File: src/rtl/tdc_pair_diff_avg.sv
// TDC pair-difference stage: pairs consecutive measurement words, forms B-A or A+B plus an offset,
// optionally block-averages 2^AVG_LOG2 results, saturates to OUT_W and emits through a delay line.
module tdc_pair_diff_avg #(
  parameter int IN_W     = 37,
  parameter int OUT_W    = 20,
  parameter int OFFSET_A = 30000,
  parameter int OFFSET_B = 30000,
  parameter int AVG_LOG2 = 0,
  parameter int DVAL_DLY = 16
) (
  input  logic             clk,
  input  logic             rst,
  input  logic             dval,
  input  logic [IN_W-1:0]  mlt,
  input  logic             first,
  input  logic             sel_b,
  input  logic             mode,
  output logic [OUT_W-1:0] out_data,
  output logic             o_dval,
  output logic             o_sat,
  output logic             o_pair_err
);

  // raw result width: one bit of growth for A+B, one sign bit
  localparam int RW = IN_W + 2;
  localparam int AW = RW + AVG_LOG2;
  localparam int CW = AVG_LOG2 + 1;
  localparam logic signed [RW-1:0] OFF_A = RW'(OFFSET_A);
  localparam logic signed [RW-1:0] OFF_B = RW'(OFFSET_B);
  localparam logic [CW-1:0] CNT_MAX = CW'(1 << AVG_LOG2);

  typedef enum logic {IDLE, HAVE_A} state_t;

  typedef struct packed {
    logic [OUT_W-1:0] data;
    logic             sat;
  } ent_t;

  state_t state, state_n;
  logic cap_a, cap_b, perr;

  logic [IN_W-1:0] a_q, b_q;
  logic            mode_q, sel_q, pd_q;

  logic signed [RW-1:0] a_ext, b_ext, raw_n, raw_q;
  logic                 raw_v, raw_mode;

  logic signed [AW-1:0] acc_q, acc_base, acc_n;
  logic [CW-1:0]        cnt_q, cnt_base, cnt_n;
  logic                 win_mode, restart, done;
  logic signed [RW-1:0] avg;
  logic [OUT_W-1:0]     res_d;
  logic                 res_sat;

  ent_t                dly [DVAL_DLY];
  logic [DVAL_DLY-1:0] vld_pipe;

  // ---------------- pair FSM ----------------
  always_ff @(posedge clk) begin
    if (rst) state <= IDLE;
    else     state <= state_n;
  end

  always_comb begin
    state_n = state;
    cap_a   = 1'b0;
    cap_b   = 1'b0;
    perr    = 1'b0;
    case (state)
      IDLE: begin
        if (dval) begin
          cap_a   = 1'b1;
          state_n = HAVE_A;
        end
      end
      HAVE_A: begin
        if (dval) begin
          if (first) begin
            cap_a = 1'b1;
            perr  = 1'b1;
          end else begin
            cap_b   = 1'b1;
            state_n = IDLE;
          end
        end
      end
      default: state_n = IDLE;
    endcase
  end

  always_ff @(posedge clk) begin
    if (rst) begin
      a_q        <= '0;
      b_q        <= '0;
      mode_q     <= 1'b0;
      sel_q      <= 1'b0;
      pd_q       <= 1'b0;
      o_pair_err <= 1'b0;
    end else begin
      if (cap_a) a_q <= mlt;
      if (cap_b) begin
        b_q    <= mlt;
        mode_q <= mode;
        sel_q  <= sel_b;
      end
      pd_q       <= cap_b;
      o_pair_err <= perr;
    end
  end

  // ---------------- stage 1: raw result ----------------
  assign a_ext = $signed({2'b00, a_q});
  assign b_ext = $signed({2'b00, b_q});
  assign raw_n = (mode_q ? (a_ext + b_ext) : (b_ext - a_ext)) + (sel_q ? OFF_B : OFF_A);

  always_ff @(posedge clk) begin
    if (rst) begin
      raw_q    <= '0;
      raw_v    <= 1'b0;
      raw_mode <= 1'b0;
    end else begin
      raw_v <= pd_q;
      if (pd_q) begin
        raw_q    <= raw_n;
        raw_mode <= mode_q;
      end
    end
  end

  // ---------------- stage 2: window accumulate, average, saturate ----------------
  // A mode change mid-window throws away the partial sum and starts over with this pair.
  assign restart  = (cnt_q != '0) && (raw_mode != win_mode);
  assign acc_base = restart ? '0 : acc_q;
  assign cnt_base = restart ? '0 : cnt_q;
  assign acc_n    = acc_base + AW'(raw_q);
  assign cnt_n    = cnt_base + CW'(1);
  assign done     = (cnt_n == CNT_MAX);
  // dropping the low AVG_LOG2 bits of a two's-complement sum is a floor division
  assign avg      = acc_n[AW-1:AVG_LOG2];

  always_comb begin
    res_d   = avg[OUT_W-1:0];
    res_sat = 1'b0;
    if (avg[RW-1]) begin
      res_d   = '0;
      res_sat = 1'b1;
    end else if (|avg[RW-2:OUT_W]) begin
      res_d   = '1;
      res_sat = 1'b1;
    end
  end

  always_ff @(posedge clk) begin
    if (rst) begin
      acc_q    <= '0;
      cnt_q    <= '0;
      win_mode <= 1'b0;
    end else if (raw_v) begin
      win_mode <= raw_mode;
      if (done) begin
        acc_q <= '0;
        cnt_q <= '0;
      end else begin
        acc_q <= acc_n;
        cnt_q <= cnt_n;
      end
    end
  end

  // ---------------- delay line (stage 0 doubles as the result register) ----------------
  always_ff @(posedge clk) begin
    if (rst) vld_pipe <= '0;
    else     vld_pipe <= (vld_pipe << 1) | DVAL_DLY'(raw_v & done);
  end

  always_ff @(posedge clk) begin
    if (raw_v) dly[0] <= '{data: res_d, sat: res_sat};
    for (int i = 1; i < DVAL_DLY; i++) dly[i] <= dly[i-1];
  end

  always_ff @(posedge clk) begin
    if (rst) begin
      out_data <= '0;
      o_sat    <= 1'b0;
      o_dval   <= 1'b0;
    end else begin
      o_dval <= vld_pipe[DVAL_DLY-1];
      if (vld_pipe[DVAL_DLY-1]) begin
        out_data <= dly[DVAL_DLY-1].data;
        o_sat    <= dly[DVAL_DLY-1].sat;
      end
    end
  end

endmodule
File: config.mk
export PLATFORM = sky130hd
export DESIGN_NAME = tdc_pair_diff_avg
export DESIGN_NICKNAME = d
export VERILOG_FILES = /design/src/rtl/tdc_pair_diff_avg.sv
export SDC_FILE = /design/constraint.sdc
export NUM_CORES = 1
export LEC_CHECK = 0
export BUFFER_PORTS_ARGS = -buffer_cell sky130_fd_sc_hd__buf_2
export CAP_MARGIN = 0
export CORE_ASPECT_RATIO = 0.6
export CORE_UTILIZATION = 50
export CTS_BUF_LIST = sky130_fd_sc_hd__clkbuf_8
export DETAILED_ROUTE_END_ITERATION = 16
export PLACE_DENSITY_LB_ADDON = 0.1
export SLEW_MARGIN = 20
export SYNTH_ARGS = -nofsm -noshare
export SYNTH_HDL_FRONTEND = slang
export SYNTH_SLANG_ARGS = --single-unit
export TNS_END_PERCENT = 20
File: constraint.sdc
create_clock -name clk -period 3.6 [get_ports clk]
set_input_delay 0.36 -clock clk [delete_from_list [all_inputs] [get_ports clk]]
set_output_delay 0.36 -clock clk [all_outputs]
set_load 0.01 [all_outputs]
# Word-level counts from Yosys, hierarchy flattened

Memories as Yosys holds them, arrays and structs flattened. A register that Yosys moved wholly into a read port is not among the register bits.
Index checks and enable logic that the tools add are counted.
W data, S select, Z words.

Input bits: 43
Bits in writable memories: 336
Latch bits: 0
ROM bits: 0
Output and inout port bits: 23
Register bits: 135
Memories: 1
Word-level logic and storage cells: 34

Memories:

| name | depth | width | rd ports | clocked after Yosys merged registers in | wr ports | RTL line | source |
|---|---|---|---|---|---|---|---|
| dly  | 16    | 21    | 16       | 1                                       | 16       | 55       | `ent_t dly [DVAL_DLY];` |

Reductions and logical operators: 2
Multiplexer cells: 16
Magnitude comparators: 0
Divide/modulo/power cells: 0
$add $sub $neg: 3
Shifts and indexed selects: 0
Equality and inequality tests: 0
Bitwise operators: 2
$mul: 0

Operators by type and width:

| kind                     | count |
|---|---|
| $mux W20                 | 2 |
| $add A39 B16 Y39 const B | 1 |
| $mux W39                 | 1 |
| $add A37 B37 Y38         | 1 |
| $sub A37 B37 Y38         | 1 |
| $reduce_or A18 Y1        | 1 |
| $or A16 B1 Y16           | 1 |
| $mux W1                  | 11 |
| $pmux W1 S2              | 2 |
| $reduce_or A2 Y1         | 1 |
| $not A1 Y1               | 1 |

# Logic depth before layout (Yosys ltp)

Gate-level depths: netlist of the first run.

Depth in word-level cells: 3
Depth in mapped cells: 16

# Worst setup path before layout of the first run

OpenSTA, ideal clock, no wires.

Kind: register -> register
Start point: register a_q[0]
End point: register raw_q[36]
Setup slack: -0.324 ns
Buffers on the path: 0
Arrival: 3.850 ns
Library setup time: 0.074 ns
Stages on the path, launching flop included: 15
Cells stage by stage: dfxtp_1 ha_1 inv_1 fa_1 a21o_1 a221o_1 a22o_2 o21a_1 o221a_1 xnor2_1 a211o_1 or4b_4 nor4b_4 mux2_2 a31oi_1

Word-level cells in the longest chain between the ends: 3
Elaborated cells between the ends (all ways): 4
Classes of those cells: add/sub (3); mux (1)

Ends and longest elaborated chain:

| what                                                        | RTL line | source |
|---|---|---|
| from (decl)                                                 | 42       | `logic [IN_W-1:0] a_q, b_q;` |
| from (signal assigned)                                      | 100      | `if (cap_a) a_q <= mlt;` |
| $sub A37 B37 Y38 / $add A37 B37 Y38 (equally long branches) | 114      | `assign raw_n = (mode_q ? (a_ext + b_ext) : (b_ext - a_ext)) + (sel_q ? OFF_B : OFF_A);` |
| $mux W39 (*)                                                | 114      |  |
| $add A39 B16 Y39 (*)                                        | 114      |  |
| to (signal assigned)                                        | 124      | `raw_q <= raw_n;` |
| to (decl)                                                   | 45       | `logic signed [RW-1:0] a_ext, b_ext, raw_n, raw_q;` |

Mark *: on every way between the ends. The rest lies on a longest branch, timed or not.
A chain may end at the register's enable or synchronous reset.

# Worst setup path in the final report of the first run

Start point: register b_q[0]
End point: register raw_q[37]

Word-level cells in the longest chain between the ends: 3
Elaborated cells between the ends (all ways): 4
Classes of those cells: add/sub (3); mux (1)

Ends and longest elaborated chain:

| what                                                        | RTL line | source |
|---|---|---|
| from (decl)                                                 | 42       |  |
| from (signal assigned)                                      | 102      | `b_q <= mlt;` |
| $sub A37 B37 Y38 / $add A37 B37 Y38 (equally long branches) | 114      |  |
| $mux W39 (*)                                                | 114      |  |
| $add A39 B16 Y39 (*)                                        | 114      |  |

Marked as above.

==> results of run 1 <==
area by class of cell:
class | instances | area, um2
clock buffer | 86 | 1184
fill | 2763 | 11390
multi-input combinational | 1176 | 7799
timing repair buffer | 506 | 3785
sequential | 492 | 10070
clock inverter | 32 | 261.5
tap | 467 | 584.3
inverter | 91 | 341.6
final timing paths:
check                           start                     end  cells after the start
hold reg to reg    dly[3][16]$_DFF_P_      dly[4][16]$_DFF_P_                      0
hold / removal                  first   o_pair_err$_SDFF_PP0_                      3
setup / recovery  b_q[0]$_SDFFE_PP0P_  raw_q[37]$_SDFFE_PP0P_                     17
setup reg to reg  b_q[0]$_SDFFE_PP0P_  raw_q[37]$_SDFFE_PP0P_                     17
per-layer routing:
metal / vias up / routed length (um) / GRT usage (%)
li1: 7419 / - / -
met1: 7026 / 26190 / 41.62
met2: 402 / 20220 / 38.62
met3: 61 / 2865 / 5.004
met4: 0 / 800 / 7.638
met5: - / 0 / 0
synthesized netlist by cell type, types with 25 or more instances:
cell	count	share of area, %
nand2_1	234	4.8
dfxtp_1	471	52
nor2b_1	37	1.3
a211oi_1	33	1.4
inv_1	84	1.7
clkbuf_1	61	1.3
a21oi_1	185	5.1
ha_1	75	5.2
nor2_1	147	3.0
nor3_1	27	0.74
xnor2_1	31	1.5
mux2i_1	29	1.6
nor4_1	25	0.86
o21ai_0	51	1.4
power by group through the flow:
stage / logic (W) / registers (W) / clock network (W)
after floorplan: 0.00115 / 0.00576 / 0
after CTS: 0.00231 / 0.00565 / 0.00461
final: 0.00243 / 0.00565 / 0.00447
after global placement: 0.00215 / 0.00577 / 0
after global routing: 0.00261 / 0.00566 / 0.00484
after detailed placement: 0.00216 / 0.00577 / 0
tightest hold or removal path, cell delays in order:
cell and delay, ns:
buf_2 0.13, inv_1 0.13, nor3_1 0.07
stage by stage:
stage / area [um2] / setup WS, ns
after floorplan: 18200 / -0.2553
after global placement: 21700 / -0.5605
after detailed placement: 21700 / -0.5482
after CTS: 23780 / -0.3947
after global routing: 24020 / -0.6027
final: 24020 / -0.4357
flip-flops by register name, summed over array words and instances (netlist names), 16 cells and up:
signal	flops
a_q	37
vld_pipe	16
raw_q	39
b_q	37
dly	336
out_data	20
cell families (layout without fill, tap and decap cells):
kind of cell / count (synthesis) / in the layout / synth area share (%)
AOI/OAI and AO/OA: 449 / 449 / 16.62
adders and majority gates: 77 / 77 / 5.386
xor gates and xnor gates: 41 / 41 / 1.977
DFF: 492 / 492 / 55.38
and+or+nand+nor: 577 / 577 / 14.91
buffers and inverters: 181 / 715 / 3.947
muxes: 32 / 32 / 1.784
repair_timing:
action / CTS / global route
setup buffers: 5 / 8
setup endpoints to repair: 29 / 25
gates resized for setup: 44 / 29
pin swaps: 27 / 16
endpoints found under the hold margin: 76 / 0
hold buffers: 39 / 0
==> key figures, run 1 <==
Run status
  • Status: complete, but fails checks
  • Failing checks: negative setup slack

Place
  • Final GP Congestion: 0.9565
  • Hpwl dp: 36890 um
  • Placed instance count: 2680
  • Port bufs: 64

Timing
  • Slew HR: between 20% and 30%
  • Measured slew at the worst slew-check pin: 1.080 ns
  • Final period utilization: 112.1%
  • Fin worst setup slack: -0.4357 ns
  • Final Max Tran Viols: 0
  • Tmin final: 4.036 ns
  • Final Hold Vio Count: 0
  • Max Freq: 247.8 MHz
  • Final setup fails: 22
  • Setup TNS: -6.650 ns
  • Fin Hold WS: 0.1157 ns
  • Setup Skew: 0.05162 ns
  • RSZ-0062 raised after global routing: yes

GRT
  • Global-route wire length before repair: 77690 um
  • GRT Residual Overflow: 0
  • Global-route total usage across every layer: 27.23%
  • Vias in the first global route: 14380
  • Largest net degree at the start of global routing: 154
  • Initial antenna violation count: 0

Pwr
  • Sw Share: ~27%
  • Clock share of power: 35.6%
  • Peak supply drop: between 0.4 and 0.5 mV
  • Switching power of the nets: 0.003383 W
  • PwrDens: 522.6 nW/um2
  • Sequential Power Share: 45.0%
  • Tot Pwr: between 0.01 and 0.015 W
  • Combinational power share: 19.4%
  • Pint: 0.009170 W
  • P_leak: 10.36 nW

Floorplanning
  • I/O pin total: 66
  • Die Wd: 248.1 um
  • Initial Util: between 50 and 60%
  • Die Y: between 100 and 150 um
  • Cell Rows: 53
  • Core area: between 30000 and 40000 um2
  • Die area: 37120 um2

Logic synthesis
  • Yosys cell types: 95
  • Ys Warns: 0
  • Post-synthesis sequential area ratio: 55.38%
  • Synthesized net count: 1969
  • Synth Register Bits: ~500
  • Synth Instances: 1849
  • Post-synth EDFFs: 21
  • Syn Std Cell Area: 18170 um2
  • Post-synthesis area per instance: 9.825 um2
  • Ys flop type: dfxtp_1
  • Asr flop ratio synth: 0%

Worst setup path
  • Setup slack, reg-to-reg: -0.44 ns
  • Largest delay share family, worst path: compound AO/OA/AOI/OAI gates
  • Worst stage delay on the critical path: 0.43 ns
  • Slowest-stage cell, CP: or3_4
  • CP endpoint kind: flop
  • Critical path fanouts, max: 8
  • CP Buf/Inv Count: 4
  • Setup Crit Path Kind: reg2reg
  • Worst Path Arrival: 4.52 ns
  • Startpoint types: flop
  • Worst path cell trace: inv_2 -> ha_4 -> inv_2 -> fa_2 -> a21o_1 -> a221o_1 -> a22o_4 -> o21a_1 -> o221a_1 -> xnor2_2 -> a211o_1 -> buf_6 -> or3_4 -> nor4_4 -> buf_6 -> a31o_4 -> nand3_2
  • Worst EP required: 4.08 ns

Final layout
  • Most common cell after layout, fill and taps aside: dfxtp_1
  • Ant. Diodes: 0
  • Layout Cells excl Fill: 2850
  • Most frequent cells in the layout: dfxtp_1, buf_4, nand2_1
  • Final core occ: 67.84%
  • Layout area overhead: 32.23%
  • Layout cells sized above 1: 28.58%
  • Final nets: 2454

Job
  • Max-cap viol count: 0

Detailed routing
  • Post-Route WL: 50070 um
  • Final ANT Viol Nets: 0
  • Initial DRC count: 1011
  • DRC: 0
  • Via count: approximately 15000
  • Wirelength per Cell: 17.57 um
  • DR vias/cell: between 5 and 6
  • 1st-pass router iterations: 5

Clock tree
  • Clock root buffer: clkbuf_8
  • Worst-path clk slew: 0.07 ns
  • Worst skew pair latency: roughly 0.62 ns
  • H-tree levels: 3
  • Clock Sink Count: 492
  • Num CTS Buffers: 67
  • CTS tree: yes
  • Max clock buf depth: 3

Min path
  • HP Class: in2reg
(Power assumes the default switching activity.)
==> run 2: changes to the inputs <==
--- a/config.mk
+++ b/config.mk
@@ -8,6 +8,7 @@
 export BUFFER_PORTS_ARGS = -buffer_cell sky130_fd_sc_hd__buf_2
 export CAP_MARGIN = 0
 export CORE_ASPECT_RATIO = 0.6
+export CORE_MARGIN = 4
 export CORE_UTILIZATION = 50
 export CTS_BUF_LIST = sky130_fd_sc_hd__clkbuf_8
 export DETAILED_ROUTE_END_ITERATION = 16
==> constraint.sdc (replaced) <==
create_clock -name clk -period 4 [get_ports clk]
set_input_delay 0.4 -clock clk [delete_from_list [all_inputs] [get_ports clk]]
set_output_delay 0.4 -clock clk [all_outputs]
set_load 0.01 [all_outputs]
==> run 2 against run 1 <==
The flow still finishes with violations (negative setup slack). Global-route usage shrank 3.6 points. Design area shrank 4.4%. Sequential share of layout area grew 1.9 points. Die area grew 6.5%. Largest cell class unchanged. Flip-flop and latch count is the same. Non-clock buffer count shrank 126. Utilization shrank 3.0 points. Critical path depth shrank 1. Routed wire length shrank 7.4%. Clock-buffer cell count shrank 3. Register-to-register slack gained 0.20 ns.
==> key figures, run 2 (synthesis results as in run 1) <==
Timing
  • Final setup fails: 10 (-55%)
  • Tmin final: 4.233 ns (+0.1977 ns)
  • Setup Skew: 0.04767 ns (-0.003951 ns)
  • Final period utilization: 105.8% (-6.3 points)
  • Final Hold Vio Count: 0 (unchanged)
  • Measured slew at the worst slew-check pin: 0.9006 ns (-0.1796 ns)
  • Slew HR: 39.88% (+12 points)
  • Max Freq: 236.2 MHz (-4.7%)
  • Final Max Tran Viols: 0 (unchanged)
  • RSZ-0062 raised after global routing: yes
  • Fin worst setup slack: -0.2334 ns (+0.2023 ns)
  • Fin Hold WS: 0.04660 ns (-0.06905 ns)

Place
  • Placed instance count: 2561 (-4.4%)
  • Hpwl dp: 34330 um (-7.0%)
  • Port bufs: 64 (unchanged)
  • DP Area: 20790 um2 (-4.2%)
  • Final GP Congestion: 0.9288 (-2.9%)

Pwr
  • PwrDens: 472.5 nW/um2 (-9.6%)
  • P_leak: 9.679 nW (-6.6%)
  • Combinational power share: 18.1% (-1.3 points)
  • Clock share of power: 35.0% (-0.6 points)
  • Switching power of the nets: 0.002963 W (-12%)
  • Pint: 0.007894 W (-14%)
  • Peak supply drop: 0.4290 mV (-3.1%)
  • Tot Pwr: 0.01086 W (-14%)
  • Sequential Power Share: 46.9% (+1.9 points)
  • Sw Share: 27.29% (+0.34 points)

Floorplanning
  • Initial Util: 51.30% (unchanged)
  • Die Wd: 254.1 um (+2.4%)
  • Cell Rows: 53 (unchanged)
  • I/O pin total: 66 (unchanged)
  • Core area: 35410 um2 (unchanged)
  • Die area: 39550 um2 (+6.5%)
  • Die Y: 155.6 um (+4.0%)

Clock tree
  • CTS tree: yes
  • Num CTS Buffers: 67 (unchanged)
  • Max clock buf depth: 3 (unchanged)
  • Clock Sink Count: 492 (unchanged)
  • H-tree levels: 3 (unchanged)
  • Clock root buffer: clkbuf_8
  • Worst skew pair latency: 0.63 ns (about the same)
  • Worst-path clk slew: 0.07 ns (about the same)

Worst setup path
  • Slowest-stage cell, CP: or4b_4
  • Worst EP required: 4.53 ns (+0.45 ns)
  • Startpoint types: flop
  • Setup Crit Path Kind: reg2reg
  • Worst stage delay on the critical path: 0.51 ns (+0.08 ns)
  • Critical Path Most Common Cell: inv_2
  • Worst Path Arrival: 4.76 ns (+0.24 ns)
  • CP Buf/Inv Count: 3 (-1)
  • CP endpoint kind: flop
  • CP startpoint: b_q[0]$_SDFFE_PP0P_
  • Worst r2r src: b_q[0]$_SDFFE_PP0P_
  • Largest delay share family, worst path: compound AO/OA/AOI/OAI gates
  • Worst path cell trace: inv_2 -> ha_4 -> inv_2 -> fa_2 -> a21o_1 -> a221o_1 -> a22o_4 -> o21a_1 -> o221a_1 -> xnor2_2 -> a211o_1 -> or4b_4 -> nor4b_4 -> buf_4 -> a311oi_2 -> nor4b_2
  • Critical path fanouts, max: 4 (-4)

Detailed routing
  • Initial DRC count: 1219 (+21%)
  • 1st-pass router iterations: 5 (unchanged)
  • Via count: 14310 (-4.0%)
  • Final ANT Viol Nets: 0 (unchanged)
  • Wirelength per Cell: 16.99 um (-3.3%)
  • DR vias/cell: 5.249 (+0.34%)
  • Post-Route WL: 46340 um (-7.4%)
  • DRC: 0 (unchanged)

Final layout
  • Most common cell after layout, fill and taps aside: dfxtp_1
  • Fillcell total: 2832 (+2.5%)
  • Layout Cells excl Fill: 2727 (-4.3%)
  • Layout cells sized above 1: 24.78% (-3.8 points)
  • Final nets: 2328 (-5.1%)
  • Ant. Diodes: 0 (unchanged)
  • Top flop regs: dly (336), raw_q (39)
  • Largest register FFs: 336 (unchanged)
  • Layout area overhead: 26.48%
  • Final Cell Area: 22980 um2 (-4.4%)
  • Most frequent cells in the layout: dfxtp_1, buf_4, nand2_1
  • Largest Register: dly

GRT
  • Vias in the first global route: 13910 (-3.3%)
  • Largest net degree at the start of global routing: 119 (-23%)
  • GRT Residual Overflow: 0 (unchanged)
  • Global-route total usage across every layer: 23.66% (-3.6 points)
  • Global-route wire length before repair: 74460 um (-4.2%)
  • Initial antenna violation count: 0 (unchanged)

Min path
  • HP Class: in2reg
  • Min-delay src: mlt[17]

Job
  • Max-cap viol count: 0 (unchanged)

Run status
  • Failing checks: negative setup slack
  • Status: complete, but fails checks
run 2: final timing paths:
kind / end / slack [ns] / depth (start not counted)
max reg2reg: raw_q[38]$_SDFFE_PP0P_ / -0.23 / 16
max: raw_q[38]$_SDFFE_PP0P_ / -0.23 / 16
min reg2reg: dly[8][5]$_DFF_P_ / 0.30 / 0
min: b_q[17]$_SDFFE_PP0P_ / 0.05 / 3
run 2: through the flow:
step	setup WS, ns	utilization, %	setup TNS, ns
2_1_floorplan	0.07573	-	0
3_3_place_gp	-0.2351	58.72	-0.9875
3_5_place_dp	-0.4148	58.72	-2.861
4_1_cts	-0.2435	64.19	-0.4808
5_1_grt	-0.3542	64.88	-3.299
6_report	-0.2334	64.88	-0.8973
run 2: layout make-up:
type / count / area [um2] / area share, %
flip-flops and latches: 492 / 10070 / 43.83
multi-input cells: 1176 / 7751 / 33.74
repair buffers: 380 / 2853 / 12.42
clock buffers: 83 / 1142 / 4.972
well taps: 467 / 584.3 / 2.543
inverters: 91 / 341.6 / 1.487
clock inverters: 38 / 234.0 / 1.018
run 2: tightest hold or removal path, delay by kind of cell:
kind | cells | cell delay (ns)
buffers and inverters | 1 | 0.11
AND/OR/NAND/NOR | 1 | 0.05
AO/OA/AOI/OAI | 1 | 0.05
run 2: metal layers:
layer | GRT usage (%) | up-vias | wire length (um)
met5 | 0 | - | 0
met4 | 6.576 | 0 | 932
met3 | 4.648 | 70 | 2436
met2 | 33.17 | 367 | 18300
met1 | 36.94 | 6714 | 24680
li1 | - | 7162 | -
run 2: power by group through the flow:
stage,Combinational (W),Sequential [W],Clock [W]
2_1_floorplan,0.00102,0.00518,0
3_3_place_gp,0.00175,0.00519,0
3_5_place_dp,0.00178,0.00520,0
4_1_cts,0.00187,0.00509,0.00393
5_1_grt,0.00214,0.00509,0.00414
6_report,0.00197,0.00509,0.00380
run 2: what timing repair did:
item	CTS	global route
resized for setup	32	41
setup buffers	6	4
endpoints found under the hold margin	61	0
endpoints found under the setup margin	20	22
hold buffers	34	0
pin swaps	19	23
